**config.mk**
```make
export PLATFORM = sky130hd
export DESIGN_NAME = fpmul_seq_flat
export DESIGN_NICKNAME = d
export VERILOG_FILES = /design/src/rtl/fpmul_seq_if.sv /design/src/rtl/fpmul_seq.sv /design/src/flat_wrapper.sv
export SDC_FILE = /design/constraint.sdc
export NUM_CORES = 1
export LEC_CHECK = 0
export CORE_AREA = 2 2 122 124
export CTS_BUF_LIST = sky130_fd_sc_hd__clkbuf_4
export DETAILED_ROUTE_END_ITERATION = 10
export DIE_AREA = 0 0 124 126
export PLACE_DENSITY = 0.79
export REMOVE_ABC_BUFFERS = 1
export SYNTH_ARGS = -nofsm -noshare
export SYNTH_HDL_FRONTEND = slang
export SYNTH_SLANG_ARGS = --single-unit
```
**constraint.sdc**
```tcl
create_clock -name clk -period 6.9 [get_ports clk]
set_clock_uncertainty 0.05 [all_clocks]
set_input_delay 1.38 -clock clk [delete_from_list [all_inputs] [get_ports clk]]
set_output_delay 1.38 -clock clk [all_outputs]
set_load 0.01 [all_outputs]
```
**src/rtl/fpmul_seq_if.sv**
```systemverilog
// fpmul_seq_if: operand/result handshake bundle for fpmul_seq.
// Master drives start/a/b; slave returns ready/done/result/flags.
interface fpmul_seq_if #(
  parameter int EW = 8,
  parameter int MW = 23
);
  localparam int W = 1 + EW + MW;

  logic         start;
  logic [W-1:0] a;
  logic [W-1:0] b;
  logic         ready;
  logic         done;
  logic [W-1:0] rez;
  logic         ovf;
  logic         unf;

  modport master (
    output start, a, b,
    input  ready, done, rez, ovf, unf
  );

  modport slave (
    input  start, a, b,
    output ready, done, rez, ovf, unf
  );
endinterface

```
**src/rtl/fpmul_seq.sv**
```systemverilog
// fpmul_seq: iterative shift-add floating-point multiplier, start/done handshake.
// Define FPMUL_ROUND_EN for round-to-nearest-even; otherwise results truncate.
module fpmul_seq #(
  parameter int EW = 8,
  parameter int MW = 23
) (
  input logic        clk,
  input logic        reset,
  fpmul_seq_if.slave bus
);
  localparam int W  = 1 + EW + MW;
  localparam int XW = EW + 2;
  localparam int PW = 2 * MW + 2;
  localparam int CW = $clog2(MW + 1);

  localparam logic signed [XW-1:0] BIAS  = XW'((1 << (EW - 1)) - 1);
  localparam logic signed [XW-1:0] EMAX  = XW'((1 << EW) - 1);
  localparam logic signed [XW-1:0] EZERO = '0;
  localparam logic [CW-1:0]        CNT0  = CW'(MW);

`ifdef FPMUL_ROUND_EN
  localparam bit RND_EN = 1'b1;
`else
  localparam bit RND_EN = 1'b0;
`endif

  typedef enum logic [2:0] {
    S_IDLE, S_MUL, S_NORM, S_RND, S_DONE
  } state_t;

  typedef enum logic [1:0] {
    K_NUM, K_ZERO, K_INF, K_NAN
  } kind_t;

  state_t                 state_q, state_d;
  kind_t                  kind_q, kind_d;
  logic                   sign_q, sign_d;
  logic signed [XW-1:0]   exp_q, exp_d;
  logic [MW:0]            ma_q, ma_d;
  logic [MW:0]            mb_q, mb_d;
  logic [PW-1:0]          prod_q, prod_d;
  logic [CW-1:0]          cnt_q, cnt_d;
  logic [MW-1:0]          frac_q, frac_d;
  logic                   grd_q, grd_d;
  logic                   stk_q, stk_d;
  logic [W-1:0]           rez_q, rez_d;
  logic                   ovf_q, ovf_d;
  logic                   unf_q, unf_d;
  logic                   done_q, done_d;

  logic [EW-1:0] ea, eb;
  logic          za, zb, ia, ib;
  logic [PW:0]   sum;
  logic [PW-1:0] pn;
  logic          inc;
  logic [MW:0]   rnd;

  assign ea = bus.a[W-2:MW];
  assign eb = bus.b[W-2:MW];
  assign za = (ea == '0);
  assign zb = (eb == '0);
  assign ia = &ea;
  assign ib = &eb;

  // Right-shifting accumulator: add A at the top, then drop one bit.
  assign sum = {1'b0, prod_q}
             + (mb_q[0] ? {1'b0, ma_q, {(MW+1){1'b0}}} : '0);
  assign pn  = prod_q[PW-1] ? prod_q : (prod_q << 1);
  assign inc = RND_EN & grd_q & (stk_q | frac_q[0]);
  assign rnd = {1'b0, frac_q} + {{MW{1'b0}}, inc};

  always_comb begin
    state_d = state_q;
    kind_d  = kind_q;
    sign_d  = sign_q;
    exp_d   = exp_q;
    ma_d    = ma_q;
    mb_d    = mb_q;
    prod_d  = prod_q;
    cnt_d   = cnt_q;
    frac_d  = frac_q;
    grd_d   = grd_q;
    stk_d   = stk_q;
    rez_d   = rez_q;
    ovf_d   = ovf_q;
    unf_d   = unf_q;
    done_d  = 1'b0;
    unique case (state_q)
      S_IDLE: begin
        if (bus.start) begin
          sign_d  = bus.a[W-1] ^ bus.b[W-1];
          exp_d   = $signed({2'b00, ea})
                  + $signed({2'b00, eb}) - BIAS;
          ma_d    = {1'b1, bus.a[MW-1:0]};
          mb_d    = {1'b1, bus.b[MW-1:0]};
          prod_d  = '0;
          cnt_d   = CNT0;
          state_d = S_MUL;
          if ((ia && zb) || (ib && za)) kind_d = K_NAN;
          else if (za || zb)            kind_d = K_ZERO;
          else if (ia || ib)            kind_d = K_INF;
          else                          kind_d = K_NUM;
        end
      end
      S_MUL: begin
        prod_d = sum[PW:1];
        mb_d   = mb_q >> 1;
        if (cnt_q == '0) state_d = S_NORM;
        else             cnt_d   = cnt_q - 1'b1;
      end
      S_NORM: begin
        frac_d  = pn[PW-2:MW+1];
        grd_d   = pn[MW];
        stk_d   = |pn[MW-1:0];
        exp_d   = exp_q + {{(XW-1){1'b0}}, prod_q[PW-1]};
        state_d = S_RND;
      end
      S_RND: begin
        frac_d = rnd[MW-1:0];
        if (rnd[MW]) exp_d = exp_q + XW'(1);
        state_d = S_DONE;
      end
      S_DONE: begin
        done_d  = 1'b1;
        ovf_d   = 1'b0;
        unf_d   = 1'b0;
        state_d = S_IDLE;
        unique case (kind_q)
          K_NAN:  rez_d = {1'b0, {EW{1'b1}}, 1'b1, {(MW-1){1'b0}}};
          K_ZERO: rez_d = {sign_q, {(W-1){1'b0}}};
          K_INF:  rez_d = {sign_q, {EW{1'b1}}, {MW{1'b0}}};
          K_NUM: begin
            if (exp_q >= EMAX) begin
              rez_d = {sign_q, {EW{1'b1}}, {MW{1'b0}}};
              ovf_d = 1'b1;
            end else if (exp_q <= EZERO) begin
              rez_d = {sign_q, {(W-1){1'b0}}};
              unf_d = 1'b1;
            end else begin
              rez_d = {sign_q, exp_q[EW-1:0], frac_q};
            end
          end
          default: rez_d = rez_q;
        endcase
      end
      default: state_d = S_IDLE;
    endcase
  end

  always_ff @(posedge clk or posedge reset) begin
    if (reset) begin
      state_q <= S_IDLE;
      kind_q  <= K_NUM;
      sign_q  <= 1'b0;
      exp_q   <= '0;
      ma_q    <= '0;
      mb_q    <= '0;
      prod_q  <= '0;
      cnt_q   <= '0;
      frac_q  <= '0;
      grd_q   <= 1'b0;
      stk_q   <= 1'b0;
      rez_q   <= '0;
      ovf_q   <= 1'b0;
      unf_q   <= 1'b0;
      done_q  <= 1'b0;
    end else begin
      state_q <= state_d;
      kind_q  <= kind_d;
      sign_q  <= sign_d;
      exp_q   <= exp_d;
      ma_q    <= ma_d;
      mb_q    <= mb_d;
      prod_q  <= prod_d;
      cnt_q   <= cnt_d;
      frac_q  <= frac_d;
      grd_q   <= grd_d;
      stk_q   <= stk_d;
      rez_q   <= rez_d;
      ovf_q   <= ovf_d;
      unf_q   <= unf_d;
      done_q  <= done_d;
    end
  end

  assign bus.ready = (state_q == S_IDLE);
  assign bus.done  = done_q;
  assign bus.rez   = rez_q;
  assign bus.ovf   = ovf_q;
  assign bus.unf   = unf_q;
endmodule
```
**src/flat_wrapper.sv**
```systemverilog
// flat-port wrapper written by rule: the top's interface ports become plain ports
module fpmul_seq_flat 
#(
  parameter int EW = 8,
  parameter int MW = 23
)
  (clk, reset, bus_start, bus_a, bus_b, bus_ready, bus_done, bus_rez, bus_ovf, bus_unf);
  fpmul_seq_if #(.EW(EW), .MW(MW)) bus_i ();
  input logic clk;
  input logic reset;
  input wire logic [$bits(bus_i.start)-1:0] bus_start;
  input wire logic [$bits(bus_i.a)-1:0] bus_a;
  input wire logic [$bits(bus_i.b)-1:0] bus_b;
  output wire logic [$bits(bus_i.ready)-1:0] bus_ready;
  output wire logic [$bits(bus_i.done)-1:0] bus_done;
  output wire logic [$bits(bus_i.rez)-1:0] bus_rez;
  output wire logic [$bits(bus_i.ovf)-1:0] bus_ovf;
  output wire logic [$bits(bus_i.unf)-1:0] bus_unf;
  assign bus_i.start = bus_start;
  assign bus_i.a = bus_a;
  assign bus_i.b = bus_b;
  assign bus_ready = bus_i.ready;
  assign bus_done = bus_i.done;
  assign bus_rez = bus_i.rez;
  assign bus_ovf = bus_i.ovf;
  assign bus_unf = bus_i.unf;
  fpmul_seq #(.EW(EW), .MW(MW)) u_core (.clk(clk), .reset(reset), .bus(bus_i));
endmodule
```
-- Yosys cells after proc, flatten, opt, wreduce, memory -nomap -nowiden
Index checks and enable logic that the tools add are counted.
- bits in registers: 175
- input port bits: 67
- output and inout port bits: 36
- word-level logic and storage cells: 76
- add/subtract/negate cells: 5
- $lt $le $gt $ge: 2
- equal/unequal tests: 10
- mux-type cells: 26
- bitwise logic cells: 1
- reductions and logical operators: 19
- operators by type and width (operator ; number):
    case mux 32 bit (4 select lines) ; 1
    2-to-1 mux 48 bit ; 2
    case mux 48 bit (2 select lines) ; 1
    2-to-1 mux 31 bit ; 2
    adder 48 x 48 -> 49 bit ; 1
    case mux 24 bit (2 select lines) ; 1
    2-to-1 mux 47 bit ; 1
    2-to-1 mux 24 bit ; 1
    case mux 10 bit (2 select lines) ; 1
    logical NOT 8 bit ; 2
    AND reduction 8 bit ; 2
    case mux 3 bit (4 select lines) ; 1
    adder 10 x 1 -> 10 bit ; 1
    >= comparator 10 x 9 -> 1 bit (second input constant) ; 1
    <= comparator 10 x 1 -> 1 bit (second input constant) ; 1
    2-to-1 mux 10 bit ; 1
    2-to-1 mux 5 bit ; 2
    case mux 5 bit (2 select lines) ; 1
    subtractor 10 x 8 -> 10 bit (second input constant) ; 1
    adder 8 x 8 -> 9 bit ; 1
    AND reduction 2 bit ; 4
    equality test 3 x 2 -> 1 bit (second input constant) ; 2
    2-to-1 mux 1 bit ; 6
    2-to-1 mux 2 bit ; 3
    16 further kinds ; 23

-- Logic depth before layout (Yosys ltp)
Gate-level depths: netlist of run 1.
- word-level depth: 5
- gate-level depth with buffers: 11
- gate-level depth less buffers: 11

-- Worst setup path before layout of run 1
No wires, ideal clock.
- path type: in2reg
- start: input port bus_b[23]
- end: register u_core.exp_q[7]
- arrival time: 3.319 ns
- required time: 6.724 ns
- path slack: 3.405 ns
- stages on the path: 9
- path buffers: 0
- cell sequence: ha_1 -> fa_1 -> a21o_1 -> a21oi_1 -> xnor2_1 -> nand3_1 -> nor3_2 -> xor2_1 -> a221o_1
- longest elaborated chain between the ends: 4
- ends and longest elaborated chain (element ; RTL line ; RTL):
    start, declared ; flat_wrapper.sv:13 ; input wire logic [$bits(bus_i.b)-1:0] bus_b;
    adder 8 x 8 -> 9 bit ; fpmul_seq.sv:93 ; + $signed({2'b00, eb}) - BIAS;
    subtractor 10 x 8 -> 10 bit ; fpmul_seq.sv:93 ;
    2-to-1 mux 10 bit ; fpmul_seq.sv:90 ; if (bus.start) begin
    case mux 10 bit (2 select lines) ; fpmul_seq.sv:88 ; unique case (state_q)
    end signal, assigned ; fpmul_seq.sv:171 ; exp_q <= exp_d;
    end, declared ; fpmul_seq.sv:38 ; logic signed [XW-1:0] exp_q, exp_d;
No other way between the ends. The select of a mux whose other input is x is not followed.
A chain may end at the register's enable or synchronous reset.

-- Worst setup path after layout of run 1
Same ends and word-level chain as after synthesis.

==> impl_metrics.csv, run 1 <==
group,metric,value,unit
grt,antenna_found_initial,1,
yosys,synthesis.area_per_instance,9.32,um^2
floorplan,die_x,124,um
floorplan,design.die.area,0.0156,mm^2
final_layout,post_route_cells_drive_above_1_share,5.85,%
hold_path,min_path_type,"flop to flop",
sta,rsz0062_at_grt,"false",
floorplan,starting_density_of_the_core,56.7,%
job,max_capacitance_violation_count,0,
placement,place_congestion,0.904,
sta,max_freq,277,MHz
yosys,postSynthCellCount,871,
worst_setup_path,critPathRequiredTime,7.32,ns
grt,grt_pass1_wl,28.7,mm
placement,preCtsSetupSlack,2.70,ns
sta,final_period_minus_worst_setup_slack,3.61,ns
floorplan,ios,103,
worst_setup_path,critical_path.max_fanout,3,
yosys,synth-async-reset-ratio,100,%
final_layout,area.growth.synth_to_final,17.7,%
final_layout,final_net_count,1067,
grt,grt_start_max_net_pins,86,
floorplan,design.core.area,0.0143,mm^2
cts,tritoncts,"done",
grt,global_route.overflow_total,0,
worst_setup_path,arrival,4.03,ns
cts,clk_pin_slew,0.12,ns
detailed_routing,wl,16.9,mm
detailed_routing,detailroute.via_count,6503,
sta,hold_violations,0,
cts,clk_root_buffer_cell,"clkbuf_4",
placement,numPortBuffers,102,
hold_path,holdPathStages,2,
grt,grt_pass1_vias,6115,
floorplan,fp-row-count,44,
worst_setup_path,critical_path_start_end_classification,"input port to flop",
yosys,synth_top_flop_cell,"dfrtp_1",
yosys,syn_area,0.00812,mm^2
worst_setup_path,worst_setup_path_end_kind,"flop",
sta,layout_setup_ws,3.29,ns
cts,cts_buffers,17,
floorplan,die-height,126,um
detailed_routing,post_drt_wl_per_cell,14.6,um
detailed_routing,drc,0,
detailed_routing,detailedRoute.firstIterationViolations,447,
cts,ctsResizeCount,0,
sta,final_max_slew_viol_count,0,
worst_setup_path,sort_of_element_at_the_start_of_the_critical_path,"input port",
run_status,run_status,"completed",
power,static_power_due_to_leakage,0.00435,uW
cts,clock_latency,0.57,ns
final_layout,final_cell_count_no_fill,1159,
yosys,synth-seq-area-share,46.8,%
cts,cts-htree-levels,4,
cts,max-clock-path-buffers,2,
sta,worst-slew-pin-transition,0.844,ns
detailed_routing,final_antenna_net_count,0,
grt,grt.total_usage,23.0,%
sta,setup_viol,0,
cts,cts_hold_buf,0,
sta,fin_crit_sh,52.3,%
cts,clock-sinks,152,
placement,placedCellCount,1126,
worst_setup_path,rr_worst_depth,9,
placement,dp_hpwl,11.9,mm
yosys,ys_warn_count,0,
sta,maxSlewHeadroom,43.7,%
detailed_routing,detail_route.first_pass.iterations,5,
power,vdd_drop_max,0.196,mV
yosys,synth_edf_count,0,
yosys,netlist-cell-type-count,68,
power,cellPowerDensity,391,mW/mm^2
detailed_routing,post_drt_via_cell_ratio,5.61,
sta,fin_setup_tns,0,ns
cts,post_cts.repair.setup_buffers,0,
yosys,yosys_register_bits,152,
final_layout,finish.utilization,66.8,%
[kinds of logic (layout without fill, tap and decap cells)]
family	after synthesis	in the layout	synth area share, %
xor+xnor	38	38	4.19
mux	24	24	2.96
compound gates	229	229	18.5
simple gates	331	331	18.4
flops	152	152	46.8
other cells	0	1	0
buf+inv	58	161	2.97
fa+ha+maj	39	39	6.20
[sequential cells by signal (all words and copies together), names as in the netlist, 2 cells and up]
| register | count |
|---|---|
| u_core.bus.rez | 32 |
| u_core.prod_q | 25 |
| u_core.ma_q | 24 |
| u_core.mb_q | 24 |
| u_core.frac_q | 23 |
| u_core.exp_q | 10 |
| u_core.cnt_q | 5 |
| u_core.state_q | 3 |
| u_core.kind_q | 2 |
[final cells by class]
| cell class | count | area (um^2) |
|---|---|---|
| antenna | 1 | 2.50 |
| clock buffer | 19 | 143 |
| clock inverter | 13 | 131 |
| fill | 1202 | 4760 |
| inverter | 18 | 72.6 |
| multi-input combinational | 661 | 4090 |
| sequential | 152 | 3800 |
| tap | 184 | 230 |
| timing repair buffer | 111 | 1090 |
[cell usage in the layout (no fill, tap or decap), types with 9 or more instances in the layout]
| cell | n |
|---|---|
| a22oi_1 | 25 |
| nor2_1 | 31 |
| inv_1 | 16 |
| o21ai_1 | 31 |
| ha_1 | 37 |
| a22o_1 | 26 |
| nand2_1 | 200 |
| buf_4 | 9 |
| a21o_1 | 11 |
| nor3_1 | 11 |
| mux2i_1 | 24 |
| o21ai_0 | 45 |
| a21oi_1 | 44 |
| clkdlybuf4s50_1 | 102 |
| nand3_1 | 19 |
| clkbuf_4 | 19 |
| dfrtp_1 | 152 |
| xor2_1 | 23 |
| xnor2_1 | 14 |
| and2_1 | 26 |
[critical path, cell delays in order]
cell             delay, ns
clkdlybuf4s50_1       0.46
ha_1                  0.26
fa_1                  0.41
a21o_1                0.20
a21oi_1               0.21
xnor2_1               0.23
nand3_1               0.19
nor3_2                0.26
xor2_1                0.09
a221o_1               0.34
[power by group]
part / internal [uW] / total, uW / switching [uW]
clock: 219 / 535 / 316
combinational: 732 / 1700 / 971
sequential: 1230 / 1500 / 273
[synthesized netlist by cell type (all sizes together) (2+ instances only)]
cell type	count	area, um^2
nor3b	2	15.0
nor4	3	18.8
fa	2	40.0
buf	16	83.8
o211ai	5	37.5
o41ai	4	50.1
mux2i	24	240
xnor2	14	123
inv	17	63.8
nand3	19	95.1
a221o	2	20.0
nand2b	4	25.0
ha	37	463
and2	26	163
a21o	11	82.6
dfrtp	152	3800
o21a	6	45.0
clkbuf	24	90.1
nor3	13	75.1
o31ai	4	30.0
a31oi	9	62.6
nand2	201	757
and4	2	17.5
nand4	7	43.8
nor2b	2	12.5
nor4b	2	23.8
a21oi	46	245
o21bai	2	15.0
and3	8	50.1
a22oi	25	188
a22o	26	228
xor2	24	218
nor2	34	133
or4	2	15.0
o21ai	77	389
a211oi	2	20.0
[worst paths after layout]
check                                                 start                       endpoint  slack, ns
worst min-delay path            u_core.ma_q[16]$_DFFE_PP0P_    u_core.ma_q[16]$_DFFE_PP0P_       0.43
max in group asynchronous                             reset    u_core.exp_q[6]$_DFFE_PP0P_       4.23
worst max-delay path                              bus_b[23]    u_core.exp_q[7]$_DFFE_PP0P_       3.29
worst max register to register   u_core.mb_q[0]$_DFFE_PP0P_  u_core.prod_q[46]$_DFFE_PP0P_       3.83
min in group asynchronous                             reset  u_core.prod_q[23]$_DFFE_PP0P_       1.26
worst min register to register  u_core.ma_q[16]$_DFFE_PP0P_    u_core.ma_q[16]$_DFFE_PP0P_       0.43
[metal layers]
layer | wire length [um] | up-vias | GRT usage [%] | part of all wire [%]
met5 | 0 | - | 0 | 0
li1 | - | 3266 | - | -
met3 | 923 | 27 | 4.76 | 5.5
met1 | 8020 | 3026 | 32.5 | 47
met2 | 7670 | 184 | 35.4 | 45
met4 | 290 | 0 | 7.93 | 1.7
[stage by stage]
| step | total power (uW) | hold WS, ns | instance area [um^2] |
|---|---|---|---|
| after floorplan | 2740 | 0.375 | 7950 |
| after global placement | 3150 | 0.391 | 9280 |
| after detailed placement | 3210 | 0.405 | 9280 |
| after CTS | 3750 | 0.433 | 9560 |
| after global routing | 4060 | 0.453 | 9560 |
| final | 3740 | 0.425 | 9560 |
Note: power is estimated with default switching activity, not from simulation.
==> run 2: changes to the inputs <==
--- a/config.mk
+++ b/config.mk
@@ -5,11 +5,11 @@
 export SDC_FILE = /design/constraint.sdc
 export NUM_CORES = 1
 export LEC_CHECK = 0
-export CORE_AREA = 2 2 122 124
+export CORE_AREA = 2 2 128 130
 export CTS_BUF_LIST = sky130_fd_sc_hd__clkbuf_4
 export DETAILED_ROUTE_END_ITERATION = 10
-export DIE_AREA = 0 0 124 126
-export PLACE_DENSITY = 0.79
+export DIE_AREA = 0 0 130 132
+export PLACE_DENSITY = 0.75
 export REMOVE_ABC_BUFFERS = 1
 export SYNTH_ARGS = -nofsm -noshare
 export SYNTH_HDL_FRONTEND = slang
==> constraint.sdc (replaced) <==
create_clock -name clk -period 3 [get_ports clk]
set_clock_uncertainty 0.05 [all_clocks]
set_input_delay 0.6 -clock clk [delete_from_list [all_inputs] [get_ports clk]]
set_output_delay 0.6 -clock clk [all_outputs]
set_load 0.01 [all_outputs]
==> run 2 against run 1 <==
Net effect:
- global-route usage fell by 1.7 points
- hold slack got worse by 0.022 ns
- final area rose by 2.5%
- core utilization fell by 4.4 points
- flip-flop and latch count did not move
- wire length rose by 2.3%
- die area rose by 9.8%
- setup slack got worse by 3.1 ns
- via count rose by 0.11%
- sequential power rose by 130%
- clock power rose to 2.6 times the previous value
- combinational power rose by 130%
==> impl_metrics.csv, run 2 (same netlist as run 1, synthesis figures left out) <==
group,metric,value,unit
cts,post_cts.repair.setup_buffers,0,
cts,cts_hold_buf,0,
final_layout,final_cell_area,0.00979,mm^2
detailed_routing,post_drt_wl_per_cell,14.3,um
worst_setup_path,critical_path_start_end_classification,"flop to flop",
placement,numPortBuffers,102,
sta,rsz0062_at_grt,"false",
cts,cts_buffers,17,
grt,antenna_found_initial,1,
sta,worst-slew-pin-transition,0.537,ns
detailed_routing,detailroute.via_count,6510,
power,static_power_due_to_leakage,0.00447,uW
grt,grt_start_max_net_pins,60,
floorplan,die-height,132,um
final_layout,final_net_count,1086,
job,max_capacitance_violation_count,0,
floorplan,ios,103,
worst_setup_path,critPathBufInv,2,
final_layout,most_common_library_cell_in_the_layout_ignoring_fill_and_taps,"nand2_1",
worst_setup_path,arrival,3.18,ns
sta,fin_crit_sh,93.2,%
sta,final_max_slew_viol_count,0,
sta,hold_violations,0,
worst_setup_path,path_common_cell,"inv_1",
run_status,run_status,"completed",
sta,hold_ws,0.403,ns
sta,max_freq,358,MHz
final_layout,largest_register_ff_count,32,
cts,max-clock-path-buffers,2,
placement,place_congestion,0.881,
final_layout,final_cell_count_no_fill,1210,
sta,final_period_minus_worst_setup_slack,2.80,ns
floorplan,design.die.area,0.0172,mm^2
detailed_routing,detailedRoute.firstIterationViolations,358,
placement,placement.cell_area,0.00948,mm^2
cts,tritoncts,"done",
worst_setup_path,top_delay_family_on_crit_path,"compound AO/OA/AOI/OAI gates",
worst_setup_path,crit_path_max_incr_delay,0.52,ns
floorplan,design.core.area,0.0157,mm^2
power,vdd_drop_max,0.396,mV
grt,grt_pass1_vias,6175,
grt,global_route.overflow_total,0,
final_layout,post_route_cells_drive_above_1_share,7.35,%
grt,grt.total_usage,21.3,%
cts,clock_latency,0.55,ns
hold_path,min_path_type,"input port to async pin",
worst_setup_path,timing.critical_path.slowest_stage_cell,"dfrtp_1",
floorplan,starting_density_of_the_core,51.7,%
sta,maxSlewHeadroom,64.1,%
detailed_routing,final_antenna_net_count,0,
worst_setup_path,critPathRequiredTime,3.38,ns
cts,clock-sinks,152,
cts,cts-htree-levels,4,
placement,placedCellCount,1177,
cts,clk_root_buffer_cell,"clkbuf_4",
final_layout,most_frequent_cells_in_the_layout,"nand2_1, dfrtp_1, clkdlybuf4s50_1, o21ai_0, a21oi_1",
detailed_routing,wl,17.3,mm
floorplan,fp-row-count,46,
worst_setup_path,cell_chain_of_the_critical_path,"and2_1, ha_1, inv_1, fa_1, inv_1, a21oi_1, o21a_1, o21ai_2, a31oi_1, o41ai_1",
detailed_routing,drc,0,
grt,grt_pass1_wl,29.6,mm
cts,ctsResizeCount,0,
placement,dp_hpwl,12.9,mm
final_layout,area.growth.synth_to_final,20.6,%
detailed_routing,post_drt_via_cell_ratio,5.38,
power,cellPowerDensity,900,mW/mm^2
worst_setup_path,sort_of_element_at_the_start_of_the_critical_path,"flop",
floorplan,die_x,130,um
detailed_routing,detail_route.first_pass.iterations,5,
worst_setup_path,worst_setup_path_end_kind,"flop",
worst_setup_path,critical_path.max_fanout,12,
sta,setup_viol,0,
cts,clk_pin_slew,0.13,ns
==> run 2: changes by cell type in the layout (fill, tap and decap cells not counted) <==
cell,previous run,this run
clkinv_4,2,1
clkinvlp_4,4,1
clkinv_1,2,5
inv_6,1,3
buf_4,9,27
clkbuf_4,19,18
bufinv_16,2,4
buf_12,0,1
clkinv_2,4,2
==> run 2: routing by layer <==
| layer | vias up | GRT usage [%] | part of all wire (%) |
|---|---|---|---|
| met5 | - | 0 | 0 |
| met2 | 152 | 32.7 | 46 |
| li1 | 3309 | - | - |
| met1 | 3031 | 30.6 | 48 |
| met3 | 18 | 4.50 | 4.4 |
| met4 | 0 | 6.15 | 1.5 |
==> run 2: path summary, 6_finish.rpt <==
kind,slack (ns),cells after the start,start,end
setup / recovery,0.20,10,u_core.mb_q[0]$_DFFE_PP0P_,u_core.prod_q[47]$_DFFE_PP0P_
hold / removal,0.40,2,reset,u_core.mb_q[23]$_DFFE_PP0P_
setup reg to reg,0.20,10,u_core.mb_q[0]$_DFFE_PP0P_,u_core.prod_q[47]$_DFFE_PP0P_
hold reg to reg,0.42,1,u_core.ma_q[23]$_DFFE_PP0P_,u_core.ma_q[23]$_DFFE_PP0P_
max in group asynchronous,1.80,3,reset,u_core.bus.rez[18]$_DFFE_PP0P_
min in group clk,0.42,1,u_core.ma_q[23]$_DFFE_PP0P_,u_core.ma_q[23]$_DFFE_PP0P_
==> run 2: through the flow <==
stage	util (%)	total power, uW	setup TNS, ns	worst slack [ns]
after floorplan	-	6310	-292.92	-1.74
after global placement	60.3	7370	-0.330	-0.195
after detailed placement	60.3	7480	-0.627	-0.258
after CTS	62.3	8870	0	0.193
after global routing	62.3	9610	0	0.0205
final	62.3	8810	0	0.205
==> run 2: layout make-up <==
type                    instances  area, um^2
clock inverters                14         179
diodes                          1        2.50
multi-input cells             661        4090
clock buffers                  18         135
flip-flops and latches        152        3800
repair buffers                130        1240
fillers                      1376        5920
well taps                     216         270
inverters                      18        72.6
==> run 2: power breakdown <==
part / total [uW] / leakage, uW / internal (uW) / switching (uW)
registers: 3460 / 0.00195 / 2830 / 630
logic: 3980 / 0.00235 / 1740 / 2240
clock network: 1370 / 0.000167 / 663 / 710
total: 8810 / 0.00447 / 5230 / 3580
==> run 3: changes to the inputs <==
--- a/config.mk
+++ b/config.mk
@@ -5,11 +5,12 @@
 export SDC_FILE = /design/constraint.sdc
 export NUM_CORES = 1
 export LEC_CHECK = 0
-export CORE_AREA = 2 2 128 130
+export CAP_MARGIN = 20
+export CORE_AREA = 2 2 118 120
 export CTS_BUF_LIST = sky130_fd_sc_hd__clkbuf_4
 export DETAILED_ROUTE_END_ITERATION = 10
-export DIE_AREA = 0 0 130 132
-export PLACE_DENSITY = 0.75
+export DIE_AREA = 0 0 120 122
+export PLACE_DENSITY = 0.84
 export REMOVE_ABC_BUFFERS = 1
 export SYNTH_ARGS = -nofsm -noshare
 export SYNTH_HDL_FRONTEND = slang
==> constraint.sdc (replaced) <==
create_clock -name clk -period 3.48 [get_ports clk]
set_clock_uncertainty 0.05 [all_clocks]
set_input_delay 0.696 -clock clk [delete_from_list [all_inputs] [get_ports clk]]
set_output_delay 0.696 -clock clk [all_outputs]
set_load 0.01 [all_outputs]
==> run 3 against run 2 <==
Net effect:
- combinational power shrank 15%
- final area fell by 1.5%
- die area down 15%
- setup slack better by 0.31 ns
- register-to-register slack improved by 0.31 ns
- sequential share of layout area is 0.60 points higher
- clock-buffer cell count is 1 lower
==> impl_metrics.csv, run 3 (same netlist as run 1, synthesis figures left out) <==
group,metric,value,unit
final_layout,most_common_library_cell_in_the_layout_ignoring_fill_and_taps,"nand2_1",
grt,grt.total_usage,25.0,%
final_layout,final_cell_area,0.00964,mm^2
sta,final_period_minus_worst_setup_slack,2.96,ns
worst_setup_path,sort_of_element_at_the_start_of_the_critical_path,"flop",
final_layout,post_route_cells_drive_above_1_share,6.34,%
floorplan,die-height,122,um
detailed_routing,drc,0,
cts,ctsResizeCount,0,
grt,antenna_found_initial,1,
final_layout,final_net_count,1072,
final_layout,finish.utilization,71.4,%
job,max_capacitance_violation_count,0,
cts,cts_hold_buf,0,
detailed_routing,post_drt_via_cell_ratio,5.67,
worst_setup_path,regToRegEndpoint,"u_core.prod_q[46]$_DFFE_PP0P_",
sta,final_max_slew_viol_count,0,
worst_setup_path,critical_path.max_fanout,25,
detailed_routing,detailedRoute.firstIterationViolations,442,
floorplan,fp-row-count,43,
sta,maxSlewHeadroom,42.2,%
grt,grt_start_max_net_pins,71,
floorplan,design.die.area,0.0146,mm^2
cts,clk_pin_slew,0.13,ns
grt,grt_pass1_vias,6274,
power,static_power_due_to_leakage,0.00440,uW
sta,fin_crit_sh,85.1,%
floorplan,ios,103,
cts,max-clock-path-buffers,2,
sta,worst-slew-pin-transition,0.866,ns
detailed_routing,post_drt_wl_per_cell,14.8,um
run_status,run_status,"completed",
detailed_routing,final_antenna_net_count,0,
grt,grt_pass1_wl,29.5,mm
placement,place_congestion,0.883,
cts,cts-htree-levels,4,
cts,cts_buffers,17,
floorplan,starting_density_of_the_core,60.1,%
sta,rsz0062_at_grt,"false",
worst_setup_path,worst_setup_path_startpoint,"u_core.mb_q[0]$_DFFE_PP0P_",
grt,global_route.overflow_total,0,
cts,clk_root_buffer_cell,"clkbuf_4",
placement,dp_hpwl,12.5,mm
hold_path,holdPathStages,2,
placement,numPortBuffers,102,
worst_setup_path,critical_path_start_end_classification,"flop to flop",
worst_setup_path,worst_setup_path_end_kind,"flop",
worst_setup_path,critPathRequiredTime,3.88,ns
detailed_routing,detailroute.via_count,6573,
sta,layout_setup_ws,0.518,ns
final_layout,most_frequent_cells_in_the_layout,"nand2_1, dfrtp_1, clkdlybuf4s50_1, o21ai_0, a21oi_1",
placement,placedCellCount,1127,
hold_path,hold_path_startpoint,"u_core.bus.rez[31]$_DFFE_PP0P_",
worst_setup_path,worst_r2r_startpoint,"u_core.mb_q[0]$_DFFE_PP0P_",
final_layout,largest_register_ff_count,32,
hold_path,min_delay_worst_endpoint,"u_core.bus.rez[31]$_DFFE_PP0P_",
detailed_routing,wl,17.2,mm
final_layout,area.growth.synth_to_final,18.8,%
worst_setup_path,rr_worst_depth,9,
sta,hold_ws,0.428,ns
cts,tritoncts,"done",
power,vdd_drop_max,0.480,mV
final_layout,final_cell_count_no_fill,1159,
floorplan,design.core.area,0.0135,mm^2
hold_path,min_path_type,"flop to flop",
cts,clock-sinks,152,
floorplan,die_x,120,um
placement,preCtsSetupSlack,0.00645,ns
sta,max_freq,338,MHz
cts,clock_latency,0.56,ns
sta,hold_violations,0,
worst_setup_path,rrSetupSlack,0.52,ns
sta,setup_viol,0,
power,cellPowerDensity,786,mW/mm^2
detailed_routing,detail_route.first_pass.iterations,5,
cts,post_cts.repair.setup_buffers,0,
worst_setup_path,arrival,3.37,ns
placement,placement.cell_area,0.00931,mm^2
[run 3: changes by cell type in the layout (fill, tap and decap cells not counted)]
cell and delta:
clkinv_1 -4, inv_6 -1, buf_12 -1, clkinv_4 +2
clkinvlp_4 +2, inv_8 +1, clkbuf_4 -1, buf_4 -13
[run 3: layout make-up]
type,count,area (um^2)
timing repair buffer,116,1130
fill,1035,3860
clock buffer,17,128
clock inverter,14,199
inverter,18,72.6
sequential,152,3800
tap,180,225
antenna,1,2.50
multi-input combinational,661,4090
[run 3: how the worst max path moves through the flow]
stage	to	slack, ns	cells after the start
6_report	u_core.prod_q[46]$_DFFE_PP0P_	0.52	9
5_1_grt	u_core.prod_q[46]$_DFFE_PP0P_	0.22	9
4_1_cts	u_core.prod_q[46]$_DFFE_PP0P_	0.50	9
3_5_place_dp	u_core.exp_q[7]$_DFFE_PP0P_	0.006	10
3_3_place_gp	u_core.exp_q[7]$_DFFE_PP0P_	0.11	10
2_1_floorplan	u_core.bus.done$_DFF_PP0_	-1.36	1
[run 3: worst max-delay path, cell delays in order (launching register included)]
cell and delay, ns:
dfrtp_1 0.61, and2_1 0.27, ha_1 0.35, a21o_1 0.23, a31oi_2 0.21, a21oi_1 0.14, o41ai_2 0.41, o311a_1 0.31
mux2i_1 0.21, o21ai_1 0.07
[run 3: metrics by stage]
| step | power, uW | TNS [ns] |
|---|---|---|
| after CTS | 7600 | 0 |
| final | 7580 | 0 |
| after detailed placement | 6390 | 0 |
| after global placement | 6250 | 0 |
| after global routing | 8260 | 0 |
| after floorplan | 5440 | -217.40 |
[run 3: where the power goes]
group,switching (uW),internal (uW)
registers,552,2440
logic,1920,1470
clock network,638,572
total,3110,4470
[run 3: routing by layer]
layer	GRT usage [%]	vias up	wire length (um)	share of wire, %
li1	-	3269	-	-
met1	34.8	3100	8080	47
met2	39.7	176	8100	47
met3	4.68	28	662	3.9
met4	8.90	0	318	1.9
met5	0	-	0	0
